$ cat config.mk
export PLATFORM = sky130hd
export DESIGN_NAME = sat_narrower
export DESIGN_NICKNAME = d
export VERILOG_FILES = /design/src/rtl/spgd_pkg.sv /design/src/rtl/sat_event_counter.sv /design/src/rtl/sat_narrower.sv
export SDC_FILE = /design/constraint.sdc
export NUM_CORES = 1
export LEC_CHECK = 0
export BUFFER_PORTS_ARGS = -buffer_cell sky130_fd_sc_hd__buf_2
export CORE_MARGIN = 8
export CORE_UTILIZATION = 40
export CTS_CLUSTER_SIZE = 20
export DETAILED_ROUTE_END_ITERATION = 6
export SLEW_MARGIN = 20
export SYNTH_ARGS = -nofsm -noshare
export SYNTH_HDL_FRONTEND = slang
export SYNTH_SLANG_ARGS = --single-unit
$ cat constraint.sdc
create_clock -name clk -period 3.65 [get_ports clk]
set_clock_uncertainty 0.15 [all_clocks]
set_input_delay 0.365 -clock clk [delete_from_list [all_inputs] [get_ports clk]]
set_output_delay 0.365 -clock clk [all_outputs]
set_load 0.005 [all_outputs]
$ cat src/rtl/spgd_pkg.sv
// Shared SPGD datapath definitions: default accumulator/DAC widths and the
// clip-direction code passed from the narrower to its statistics block.
package spgd_pkg;

    localparam int SPGD_ACC_WIDTH = 32;
    localparam int SPGD_DAC_WIDTH = 12;
    localparam int SPGD_DAC_SHIFT = 4;

    typedef enum logic [1:0] {
        CLIP_NONE = 2'd0,
        CLIP_HI   = 2'd1,
        CLIP_LO   = 2'd2
    } clip_dir_e;

endpackage

$ cat src/rtl/sat_event_counter.sv
// Saturation statistics: counts delivered clipped samples (sticks at
// all-ones) and keeps sticky positive/negative clip flags. A clear wins over
// an event landing in the same cycle.
module sat_event_counter
    import spgd_pkg::*;
#(
    parameter int CNT_WIDTH = 16
) (
    input  logic                 clk,
    input  logic                 rst_n,
    input  logic                 clr_i,
    input  logic                 evt_i,
    input  clip_dir_e            dir_i,
    output logic                 sat_hi_o,
    output logic                 sat_lo_o,
    output logic [CNT_WIDTH-1:0] count_o
);

    logic                 sat_hi_q, sat_hi_d;
    logic                 sat_lo_q, sat_lo_d;
    logic [CNT_WIDTH-1:0] count_q, count_d;

    // Next-state: clear has priority, otherwise record the delivered clip.
    always_comb begin
        sat_hi_d = sat_hi_q;
        sat_lo_d = sat_lo_q;
        count_d  = count_q;
        if (clr_i) begin
            sat_hi_d = 1'b0;
            sat_lo_d = 1'b0;
            count_d  = '0;
        end else if (evt_i) begin
            if (dir_i == CLIP_HI) sat_hi_d = 1'b1;
            if (dir_i == CLIP_LO) sat_lo_d = 1'b1;
            if (count_q != '1) count_d = count_q + 1'b1;
        end
    end

    // Statistics registers with synchronous reset.
    always_ff @(posedge clk) begin
        if (!rst_n) begin
            sat_hi_q <= 1'b0;
            sat_lo_q <= 1'b0;
            count_q  <= '0;
        end else begin
            sat_hi_q <= sat_hi_d;
            sat_lo_q <= sat_lo_d;
            count_q  <= count_d;
        end
    end

    assign sat_hi_o = sat_hi_q;
    assign sat_lo_o = sat_lo_q;
    assign count_o  = count_q;

endmodule

$ cat src/rtl/sat_narrower.sv
// Signed saturating narrower: wide accumulator word -> narrow DAC code.
// Stage 1 sign-extends (and rounds half-up when SAT_NARROW_ROUND_EN is
// defined, otherwise floors), stage 2 clamps to OUT_WIDTH signed bits.
// Both stages advance together whenever the output is empty or accepted.
module sat_narrower
    import spgd_pkg::*;
#(
    parameter int IN_WIDTH  = SPGD_ACC_WIDTH,
    parameter int OUT_WIDTH = SPGD_DAC_WIDTH,
    parameter int R_SHIFT   = SPGD_DAC_SHIFT,
    parameter int CNT_WIDTH = 16
) (
    input  logic                 clk,
    input  logic                 rst_n,
    input  logic [IN_WIDTH-1:0]  in_data,
    input  logic                 in_valid,
    output logic                 in_ready,
    output logic [OUT_WIDTH-1:0] out_data,
    output logic                 out_valid,
    input  logic                 out_ready,
    output logic                 out_sat,
    output logic                 sat_hi,
    output logic                 sat_lo,
    output logic [CNT_WIDTH-1:0] sat_count,
    input  logic                 sat_clr
);

    // Width of the value after the rounding LSBs are dropped.
    localparam int SW = IN_WIDTH + 1 - R_SHIFT;

`ifdef SAT_NARROW_ROUND_EN
    localparam int RND_POS = (R_SHIFT > 0) ? (R_SHIFT - 1) : 0;
    localparam logic signed [IN_WIDTH:0] RND =
        (R_SHIFT > 0) ? ((IN_WIDTH+1)'(1) << RND_POS) : '0;
`endif

    logic                   adv;
    logic signed [IN_WIDTH:0] sum;
    logic [SW-1:0]          s1_val_q, s1_val_d;
    logic                   s1_valid_q;
    logic [SW-OUT_WIDTH:0]  top_bits;
    logic                   clip_hi, clip_lo;
    logic [OUT_WIDTH-1:0]   out_data_q, out_data_d;
    logic                   out_valid_q;
    logic                   out_sat_q;
    clip_dir_e              clip_dir_q, clip_dir_d;

    assign adv      = !out_valid_q || out_ready;
    assign in_ready = adv && rst_n;

    // Stage-1 arithmetic: only the bits that survive the shift are kept,
    // the discarded LSBs have already contributed their rounding carry.
    always_comb begin
`ifdef SAT_NARROW_ROUND_EN
        sum = $signed({in_data[IN_WIDTH-1], in_data}) + RND;
`else
        sum = $signed({in_data[IN_WIDTH-1], in_data});
`endif
        s1_val_d = SW'(sum >>> R_SHIFT);
    end

    // Stage 1 register: rounded/shifted sample and its valid.
    always_ff @(posedge clk) begin
        if (!rst_n) begin
            s1_valid_q <= 1'b0;
            s1_val_q   <= '0;
        end else if (adv) begin
            s1_valid_q <= in_valid;
            s1_val_q   <= s1_val_d;
        end
    end

    // Clamp: the value fits iff every bit above the output MSB equals the sign.
    always_comb begin
        top_bits   = s1_val_q[SW-1:OUT_WIDTH-1];
        clip_hi    = !s1_val_q[SW-1] && (|top_bits);
        clip_lo    = s1_val_q[SW-1] && !(&top_bits);
        out_data_d = s1_val_q[OUT_WIDTH-1:0];
        clip_dir_d = CLIP_NONE;
        if (clip_hi) begin
            out_data_d = {1'b0, {(OUT_WIDTH-1){1'b1}}};
            clip_dir_d = CLIP_HI;
        end else if (clip_lo) begin
            out_data_d = {1'b1, {(OUT_WIDTH-1){1'b0}}};
            clip_dir_d = CLIP_LO;
        end
    end

    // Stage 2 register: output word, clip flag/direction and valid.
    always_ff @(posedge clk) begin
        if (!rst_n) begin
            out_valid_q <= 1'b0;
            out_data_q  <= '0;
            out_sat_q   <= 1'b0;
            clip_dir_q  <= CLIP_NONE;
        end else if (adv) begin
            out_valid_q <= s1_valid_q;
            if (s1_valid_q) begin
                out_data_q <= out_data_d;
                out_sat_q  <= (clip_dir_d != CLIP_NONE);
                clip_dir_q <= clip_dir_d;
            end
        end
    end

    assign out_data  = out_data_q;
    assign out_valid = out_valid_q;
    assign out_sat   = out_sat_q;

    sat_event_counter #(
        .CNT_WIDTH (CNT_WIDTH)
    ) u_sat_cnt (
        .clk      (clk),
        .rst_n    (rst_n),
        .clr_i    (sat_clr),
        .evt_i    (out_valid_q && out_ready && out_sat_q),
        .dir_i    (clip_dir_q),
        .sat_hi_o (sat_hi),
        .sat_lo_o (sat_lo),
        .count_o  (sat_count)
    );

endmodule

==> flow_summary.toml, run 1 <==
[placement]
portBuffers = 65
post-place-ws_ns = 1.24
gp_congestion = 0.798
hpwl_mm = 4.48
post-place-cells = 446

[die]
start_util_pct = 40.8
dieWidth_um = 96.0
rows = 29
core_um2 = 6280
die-area_um2 = 9220
ioPinCount = 70
die_y_um = 96.0

[layout]
area_growth_pct = 24.1
drive_gt1_share_pct = 24.2
ff_latch_area_um2 = 1260
instances_no_fill = 462
nFillCells = 614
multi_input_area_um2 = 1230
antennaDiodeCount = 0
nets = 418

[hold_path]
hold_start = "in_data[17]"
holdPathStages = 3
min_to = "s1_val_q[13]"
min_path_type = "in2reg"

[route]
drtIter0Drc = 132
drtAntennaViolNets = 0
via_per_inst = 5.33
drt_first_pass_iters = 4
wl_mm = 6.54
wl_per_cell_um = 14.2
vias = 2462
drc = 0

[grt]
antenna_found_initial = 0
grt_pass1_wl_mm = 10.5
grt_max_degree = 36
grt_pass1_vias = 2278
grt.overflow.total = 0
grt_usage_pct = 14.4

[yosys]
seq_area_frac_synth_pct = 49.2
ys.flop_type = "dfxtp_1"
syn_inst = 316
ys_warn_count = 0
ys_ff_latch = 63
ys_types = 41
ys_top_cells_by_area = "dfxtp_1, nand2_1, a21oi_1"
synth_top_area_share_pct = 49.2
synthArstFlopShare_pct = 0
syn_area_um2 = 2560
synth_nets = 354
synth_top_cell_by_area = "dfxtp_1"
synth_edf_count = 0
avgSynthCellArea_um2 = 8.11

[worst_setup_path]
rr_startpoint = "u_sat_cnt.count_o[0]"
ff2ff_setup_slack_ns = 1.46
path_buf_inv = 1
critPathMaxStageDelay_ns = 0.55
crit_type = "reg2reg"
crit_path_max_fanout = 10
startpoint_type = "flop"
rr_worst_depth = 6
cp-end-kind = "flop"
slowest_stage = "nor4_2"
crit_chain = "ha_1, nand4_1, nor4_2, buf_4, nor4_1, mux2i_1"
crit_arrival_ns = 2.26
crit_family = "simple AND/OR/NAND/NOR gates"
timing.rr.end = "u_sat_cnt.count_o[13]"
worstPathRequired_ns = 3.72

[run_status]
outcome = "finished, final reports clean"

[timing]
period_share_pct = 60.1
relSlewSlack_pct = 52.6
setup_viol = 0
fin_setup_tns_ns = 0
period_needed_ns = 2.19
clock.fmax_mhz = 456
holdWs_ns = 0.118
hold_viol = 0
slew_viol_final = 0
worstMarginPinSlew_ns = 0.708
rsz0062_at_grt = "false"
final.setup.worst_slack_ns = 1.46

[clocking]
cts-resized-gates = 0
post_cts_buffers = 0
h-tree-depth = 3
clock_sinks = 63
clk_latency_ns = 0.34
clock_path_buffers = 2
root_buffer = "clkbuf_8"
cts_hold_buf = 0
path_clk_slew_ns = 0.07
cts_tree = "done"
numCtsBuffers = 9

[power_and_ir_drop]
power_density_nw_per_um2 = 478
intPower_mw = 1.17
p_sw_mw = 0.353
pwr-share-comb_pct = 7.1
seq_power_share_pct = 48.7
max-vdd-ir-drop_mv = 0.273
p_leak_nw = 1.34
p_clk_share_pct = 44.2
swShare_pct = 23.2

[run]
cap_violations = 0
-- routing by layer --
metal  global-route usage (%)  up-vias  share of wire (%)
met3                     5.07       10                5.7
met4                     5.76        0                1.4
met5                        0        -                  0
met1                     18.1     1139                 47
met2                     22.1       50                 46
li1                         -     1263                  -
-- worst min-delay path: cells and delay by family --
| family | cells | cell delay, ns |
|---|---|---|
| AND/OR/NAND/NOR | 1 | 0.04 |
| buffers and inverters | 1 | 0.09 |
| AO/OA/AOI/OAI | 1 | 0.05 |
-- synthesized netlist by cell type (all sizes together) (2+ instances only) --
cell / instances
nor2: 13
nand4: 8
nand2: 81
o21ai: 12
nor2b: 2
a41o: 2
nor3: 2
mux2i: 2
nand3: 10
o41ai: 2
or3: 3
and3: 3
a31oi: 7
a21oi: 48
or4: 9
clkbuf: 14
inv: 2
buf: 3
dfxtp: 63
and2: 2
nor4: 8
nand2b: 4
o31ai: 6
-- sequential cells by signal (all words and copies together), names as in the netlist --
| register | cells |
|---|---|
| clip_dir_q | 2 |
| out_sat | 1 |
| out_valid | 1 |
| out_data | 12 |
| s1_val_q | 28 |
| s1_valid_q | 1 |
| u_sat_cnt.sat_hi_o | 1 |
| u_sat_cnt.sat_lo_o | 1 |
| u_sat_cnt.count_o | 16 |
-- power groups by stage --
stage	combinational, mW	clock (mW)	sequential (mW)
floorplan	0.0611	0	0.753
global placement	0.107	0	0.755
detailed placement	0.109	0	0.756
CTS	0.109	0.691	0.740
global route	0.122	0.721	0.745
finish	0.107	0.672	0.741
-- worst max path at each step --
stage	cells after the start	to	start
floorplan	6	u_sat_cnt.count_o[13]	u_sat_cnt.count_o[0]
global placement	5	out_data[3]	out_ready
detailed placement	5	out_data[3]	out_ready
CTS	4	out_data[3]	out_valid
global route	4	out_data[5]	out_valid
finish	6	u_sat_cnt.count_o[13]	u_sat_cnt.count_o[0]
-- cell usage in the layout (no fill, tap or decap), types with 2 or more instances in the layout --
| cell type | synthesis | layout |
|---|---|---|
| dfxtp_1 | 63 | 63 |
| and3_1 | 3 | 3 |
| nand4_1 | 7 | 7 |
| a21oi_1 | 48 | 48 |
| inv_1 | 2 | 2 |
| o31ai_1 | 6 | 6 |
| nor4_1 | 7 | 7 |
| nand2b_1 | 4 | 4 |
| nor2_1 | 13 | 13 |
| clkinv_2 | 0 | 3 |
| buf_2 | 1 | 65 |
| o21ai_0 | 11 | 11 |
| or4_1 | 8 | 8 |
| a31oi_1 | 7 | 7 |
| bufinv_16 | 0 | 2 |
| buf_4 | 0 | 5 |
| clkbuf_8 | 0 | 10 |
| nand2_1 | 81 | 81 |
| nand3_1 | 9 | 9 |
| or3_1 | 3 | 3 |
| mux2i_1 | 2 | 2 |
| a41o_1 | 2 | 2 |
| nor3_1 | 2 | 2 |
-- cell families after synthesis --
group	Yosys count	synth area share, %
buf+inv	20	2.98
compound gates	81	18.2
flops	63	49.2
fa+ha+maj	1	0.488
xor+xnor	1	0.342
simple gates	147	27.5
mux	3	1.22
-- cell type report --
class	count	share of cell area, %
clock inverters	6	2.64
repair buffers	70	11.4
well taps	77	3.03
inverters	3	0.354
multi-input cells	233	38.6
flip-flops and latches	63	39.7
clock buffers	10	4.33
-- per-stage QoR --
stage	util, %	cell area [µm²]	total power [mW]
3_3_place_gp	47.1	2960	0.863
5_1_grt	50.6	3180	1.59
3_5_place_dp	47.1	2960	0.864
6_report	50.6	3180	1.52
4_1_cts	50.6	3180	1.54
2_1_floorplan	-	2560	0.814
No activity file was read; power rests on OpenSTA's default activity.
==> inputs of run 2 (changes only) <==
--- a/config.mk
+++ b/config.mk
@@ -5,6 +5,7 @@
 export SDC_FILE = /design/constraint.sdc
 export NUM_CORES = 1
 export LEC_CHECK = 0
+export ABC_AREA = 1
 export BUFFER_PORTS_ARGS = -buffer_cell sky130_fd_sc_hd__buf_2
 export CORE_MARGIN = 8
 export CORE_UTILIZATION = 40
==> constraint.sdc (replaced) <==
create_clock -name clk -period 2.3 [get_ports clk]
set_clock_uncertainty 0.15 [all_clocks]
set_input_delay 0.23 -clock clk [delete_from_list [all_inputs] [get_ports clk]]
set_output_delay 0.23 -clock clk [all_outputs]
set_load 0.005 [all_outputs]
==> run 2 against run 1 <==
Against the previous run:
- clock-buffer cell count stayed put
- cell area is 11% higher
- routed wire length is 3.6% higher
- hold slack worse by 0.11 ns
- highest routed layer unchanged
- synthesized cell count is 22% higher
- critical endpoint is now u_sat_cnt.count_o[15]
- via count is 7.9% higher
- non-clock buffer count is 22 higher
- global-route usage is 0.38 points higher
- setup slack worse by 1.1 ns
==> flow_summary.toml, run 2 <==
[route]
routed-wl-met2_mm = 3.14
drtAntennaViolNets = 0
drt_first_pass_iters = 4
vias = 2657
drc = 0
wl_per_cell_um = 12.1
drtIter0Drc = 114
wl_met1_mm = 3.13
wl_met3_um = 448
wl_mm = 6.77
via_per_inst = 4.74
routed.top_layer = "met4"

[layout]
area_growth_pct = 30.9
layout.cells.most_common_list = "nor2_1, nand2_1, buf_2"
top_register = "s1_val_q"
antennaDiodeCount = 0
layout_commonest_cell = "nor2_1"
largest_reg_flops = 28
drive_gt1_share_pct = 20.2
nets = 513
instances_no_fill = 560

[grt]
grt.overflow.total = 0
grt_pass1_vias = 2667
antenna_found_initial = 0
grt_max_degree = 43
grt_usage_pct = 14.8
grt_pass1_wl_mm = 11.7

[run_status]
outcome = "finished, final reports clean"

[worst_setup_path]
rr_worst_depth = 8
rr_startpoint = "u_sat_cnt.count_o[1]"
crit_type = "reg2reg"
timing.rr.end = "u_sat_cnt.count_o[15]"
worstPathRequired_ns = 2.38
crit_family = "compound AO/OA/AOI/OAI gates"
crit_chain = "ha_1, nand2_2, nor2_4, nand2_2, o21a_1, nand3_1, nand2_1, nor2_1"
critPathMostFrequentCell = "nand2_2"
crit_path_max_fanout = 17
startpoint_type = "flop"
worst-path-stages = 8
critPathMaxStageDelay_ns = 0.55
cp-end-kind = "flop"
ff2ff_setup_slack_ns = 0.37
path_buf_inv = 0
crit_arrival_ns = 2.01
slowest_stage = "o21a_1"

[yosys]
seq_area_frac_synth_pct = 46.9
ys_warn_count = 0
ys_types = 24
post-synth-top-count-cell = "nor2_1"
synth_top_area_share_pct = 46.9
ys_ff_latch = 63
syn_area_um2 = 2690
ys_top_cells_by_area = "dfxtp_1, nor2_1, nand2_1"
avgSynthCellArea_um2 = 6.94
synth_top_cell_by_area = "dfxtp_1"
synth_edf_count = 0
syn_inst = 387
synth_nets = 425
ys.flop_type = "dfxtp_1"
synthArstFlopShare_pct = 0
synth_commonest_cells = "nor2_1, nand2_1, dfxtp_1, o21ai_0, a21oi_1"

[power_and_ir_drop]
max-vdd-ir-drop_mv = 0.425
power_density_nw_per_um2 = 713
p_leak_nw = 1.58

[clocking]
numCtsBuffers = 9
path_clk_slew_ns = 0.08
clock_path_buffers = 2
root_buffer = "clkbuf_8"
cts_tree = "done"
clock_sinks = 63
clk_latency_ns = 0.34
post_cts_buffers = 0
h-tree-depth = 3

[timing]
period_needed_ns = 1.93
period_share_pct = 83.9
clock.fmax_mhz = 518
fin_setup_tns_ns = 0
worstMarginPinSlew_ns = 0.632
rsz0062_at_grt = "false"
setup_viol = 0
relSlewSlack_pct = 57.9
hold_viol = 0
slew_viol_final = 0

[hold_path]
holdPathStages = 3
min_to = "s1_val_q[18]"
hold_start = "in_data[22]"
min_path_type = "in2reg"

[placement]
hpwl_mm = 4.66
post-place-cells = 525
gp_congestion = 0.767
portBuffers = 65

[die]
start_util_pct = 40.5
core_um2 = 6640
die_y_um = 98.0
die-area_um2 = 9600
ioPinCount = 70
dieWidth_um = 98.0
rows = 30

[run]
cap_violations = 0
==> run 2: cell types whose count changed after synthesis, sizes merged, moves of 4 or more <==
| cell | delta |
|---|---|
| nand2 | +4 |
| o21ai | +29 |
| o31ai | -6 |
| inv | +20 |
| clkbuf | -5 |
| nor4 | -8 |
| a21oi | -19 |
| a31oi | -6 |
| nor2 | +91 |
| or4 | -9 |
| nand2b | -4 |
==> run 2: worst register-to-register path: stages, from the launching register on <==
cell and delay, ns:
dfxtp_1 0.36, ha_1 0.24, nand2_2 0.10, nor2_4 0.04, nand2_2 0.11, o21a_1 0.55, nand3_1 0.14, nand2_1 0.09
nor2_1 0.04
==> run 2: power by group <==
group	total [mW]	internal, mW	switching (mW)
clock	1.10	0.645	0.459
sequential	1.18	1.15	0.0332
combinational	0.220	0.103	0.116
==> run 2: logic make-up after synthesis <==
| logic type | Yosys count | share of synthesized area, % |
|---|---|---|
| fa+ha+maj | 1 | 0.465 |
| simple gates | 206 | 30.6 |
| flops | 63 | 46.9 |
| xor+xnor | 6 | 1.96 |
| compound gates | 74 | 14.1 |
| buf+inv | 37 | 5.96 |
==> run 2: how the worst max path moves through the flow <==
stage                            end                  from  slack [ns]
6_report       u_sat_cnt.count_o[15]  u_sat_cnt.count_o[1]        0.37
3_5_place_dp   u_sat_cnt.count_o[15]  u_sat_cnt.count_o[1]        0.37
2_1_floorplan   u_sat_cnt.count_o[1]  u_sat_cnt.count_o[0]        0.56
3_3_place_gp   u_sat_cnt.count_o[15]  u_sat_cnt.count_o[1]        0.39
4_1_cts        u_sat_cnt.count_o[15]  u_sat_cnt.count_o[1]        0.34
5_1_grt        u_sat_cnt.count_o[15]  u_sat_cnt.count_o[1]        0.17
==> run 2: routing by layer <==
layer  vias to the layer above  track usage [%]
met3                         5             5.83
met5                         -                0
met2                        57             24.7
met1                      1185             16.6
met4                         0             5.88
li1                       1410                -
==> run 2: repair_timing <==
action / in CTS / in global routing
resized for setup: 0 / 0
hold buffers: 19 / 0
hold endpoints to repair: 19 / 0
==> run 2: final cells by class <==
cell class | count | area [µm²]
well taps | 80 | 100
clock buffers | 10 | 138
clock inverters | 6 | 92.6
repair buffers | 92 | 576
inverters | 22 | 82.6
multi-input cells | 287 | 1270
flip-flops and latches | 63 | 1260
fillers | 666 | 3130
==> run 2: stage by stage <==
step                setup slack [ns]  total power [mW]  instance area, µm²  hold slack (ns)  utilization, %
floorplan                      0.555              1.32                2690            0.244               -
global placement               0.394              1.40                3100            0.283            46.6
detailed placement             0.371              1.41                3100            0.287            46.6
CTS                            0.336              2.53                3520         0.000570            53.0
global route                   0.171              2.62                3520          0.00585            53.0
finish                         0.371              2.51                3520          0.00459            53.0
==> inputs of run 3 (changes only) <==
--- a/config.mk
+++ b/config.mk
@@ -5,7 +5,7 @@
 export SDC_FILE = /design/constraint.sdc
 export NUM_CORES = 1
 export LEC_CHECK = 0
-export ABC_AREA = 1
+export ABC_AREA = 0
 export BUFFER_PORTS_ARGS = -buffer_cell sky130_fd_sc_hd__buf_2
 export CORE_MARGIN = 8
 export CORE_UTILIZATION = 40
==> constraint.sdc (replaced) <==
create_clock -name clk -period 2 [get_ports clk]
set_clock_uncertainty 0.15 [all_clocks]
set_input_delay 0.2 -clock clk [delete_from_list [all_inputs] [get_ports clk]]
set_output_delay 0.2 -clock clk [all_outputs]
set_load 0.005 [all_outputs]
==> run 3 against run 2 <==
Against the previous run:
- routed wire length grew 4.7%
- flip-flop and latch count unchanged
- hold slack better by 0.056 ns
- largest power group unchanged
- critical path type unchanged
==> flow_summary.toml, run 3 (synthesis gave the netlist of run 1 again) <==
[power_and_ir_drop]
p_clk_share_pct = 42.8
p_leak_nw = 1.54
total_power_mw = 2.80
pwr-share-comb_pct = 8.8
max-vdd-ir-drop_mv = 0.563
swShare_pct = 23.6
power_density_nw_per_um2 = 778
seq_power_share_pct = 48.3
intPower_mw = 2.14
p_sw_mw = 0.661

[worst_setup_path]
crit_path_max_fanout = 5
startpoint_type = "flop"
crit_type = "reg2reg"
worstPathRequired_ns = 2.12
cp-end-kind = "flop"
rr_startpoint = "u_sat_cnt.count_o[0]"
rr_worst_depth = 5
timing.rr.end = "u_sat_cnt.count_o[14]"
ff2ff_setup_slack_ns = 0.13
crit_arrival_ns = 1.98

[clocking]
cts_tree = "done"
path_clk_slew_ns = 0.07
clock_path_buffers = 2
cts_hold_buf = 29
cts-resized-gates = 0
clk_latency_ns = 0.33
h-tree-depth = 3
post_cts_buffers = 0
root_buffer = "clkbuf_8"
clock_sinks = 63
numCtsBuffers = 9

[hold_path]
holdPathStages = 2
min_path_type = "in2reg"
hold_start = "rst_n"
min_to = "out_data[11]"

[route]
drt_first_pass_iters = 5
wl_per_cell_um = 13.9
drtAntennaViolNets = 0
drc = 0
via_per_inst = 5.10
routed.top_layer = "met4"
routed-wl-met2_mm = 3.35
drtIter0Drc = 133
vias = 2595
wl_met1_mm = 3.28
wl_met3_um = 393
wl_mm = 7.09

[timing]
hold_viol = 0
period_share_pct = 93.3
setup_viol = 0
fin_setup_tns_ns = 0
slew_viol_final = 0
clock.fmax_mhz = 536
worstMarginPinSlew_ns = 0.716
rsz0062_at_grt = "false"
period_needed_ns = 1.87
relSlewSlack_pct = 52.3

[die]
ioPinCount = 70
rows = 29
start_util_pct = 40.8
core_um2 = 6280
die_y_um = 96.0
die-area_um2 = 9220
dieWidth_um = 96.0

[grt]
grt_pass1_wl_mm = 11.6
antenna_found_initial = 0
grt.overflow.total = 0
grt_max_degree = 32
grt_pass1_vias = 2540
grt_usage_pct = 15.9

[placement]
gp_congestion = 0.775
portBuffers = 65
post-place-cells = 464
hpwl_mm = 4.77

[layout]
top_register = "s1_val_q"
layout_commonest_cell = "nand2_1"
multi_input_area_um2 = 1230
nFillCells = 568
area_growth_pct = 40.4
layout.cells.most_common_list = "nand2_1, buf_2, dfxtp_1"
drive_gt1_share_pct = 25.5
instances_no_fill = 509
nets = 465
antennaDiodeCount = 0
largest_reg_flops = 28
ff_latch_area_um2 = 1260

[run]
cap_violations = 0

[run_status]
outcome = "finished, final reports clean"
-- run 3: power by group through the flow --
| stage | registers, mW | clock network [mW] | logic, mW |
|---|---|---|---|
| 2_1_floorplan | 1.37 | 0 | 0.111 |
| 3_5_place_dp | 1.38 | 0 | 0.205 |
| 3_3_place_gp | 1.38 | 0 | 0.202 |
| 5_1_grt | 1.36 | 1.30 | 0.276 |
| 6_report | 1.35 | 1.20 | 0.247 |
| 4_1_cts | 1.35 | 1.23 | 0.248 |
-- run 3: worst max-delay path, cell delays in order, from the launching register on --
cell and delay [ns]:
dfxtp_1 0.33, ha_1 0.23, and4_1 0.23, o2111ai_1 0.25
or4_1 0.46, a21oi_1 0.15
-- run 3: area by class of cell --
class | count | share of cell area, %
Inverter | 3 | 0.313
Sequential cell | 63 | 35.1
Clock inverter | 6 | 2.37
Tap cell | 77 | 2.68
Clock buffer | 10 | 3.55
Multi-Input combinational cell | 233 | 34.1
Timing Repair Buffer | 117 | 21.9
-- run 3: layer usage --
| metal | GRT usage, % | vias to the layer above |
|---|---|---|
| li1 | - | 1347 |
| met1 | 19.4 | 1185 |
| met2 | 26.1 | 58 |
| met3 | 4.76 | 5 |
| met4 | 5.38 | 0 |
| met5 | 0 | - |
-- run 3: worst max-delay path by stage --
stage	start	to	slack, ns	cells after the start
2_1_floorplan	u_sat_cnt.count_o[0]	u_sat_cnt.count_o[13]	0.17	6
3_3_place_gp	u_sat_cnt.count_o[0]	u_sat_cnt.count_o[14]	0.14	5
3_5_place_dp	u_sat_cnt.count_o[0]	u_sat_cnt.count_o[14]	0.14	5
4_1_cts	u_sat_cnt.count_o[0]	u_sat_cnt.count_o[14]	0.11	5
5_1_grt	u_sat_cnt.count_o[0]	u_sat_cnt.count_o[14]	0.03	5
6_report	u_sat_cnt.count_o[0]	u_sat_cnt.count_o[14]	0.13	5
-- run 3: metrics by stage --
stage          util, %  hold slack [ns]  area, µm²  worst slack (ns)
6_report          57.3           0.0610       3600             0.133
5_1_grt           57.3           0.0438       3600            0.0269
4_1_cts           57.3           0.0465       3600             0.105
3_5_place_dp      49.3            0.295       3090             0.137
3_3_place_gp      49.3            0.289       3090             0.139
2_1_floorplan        -            0.190       2560             0.172
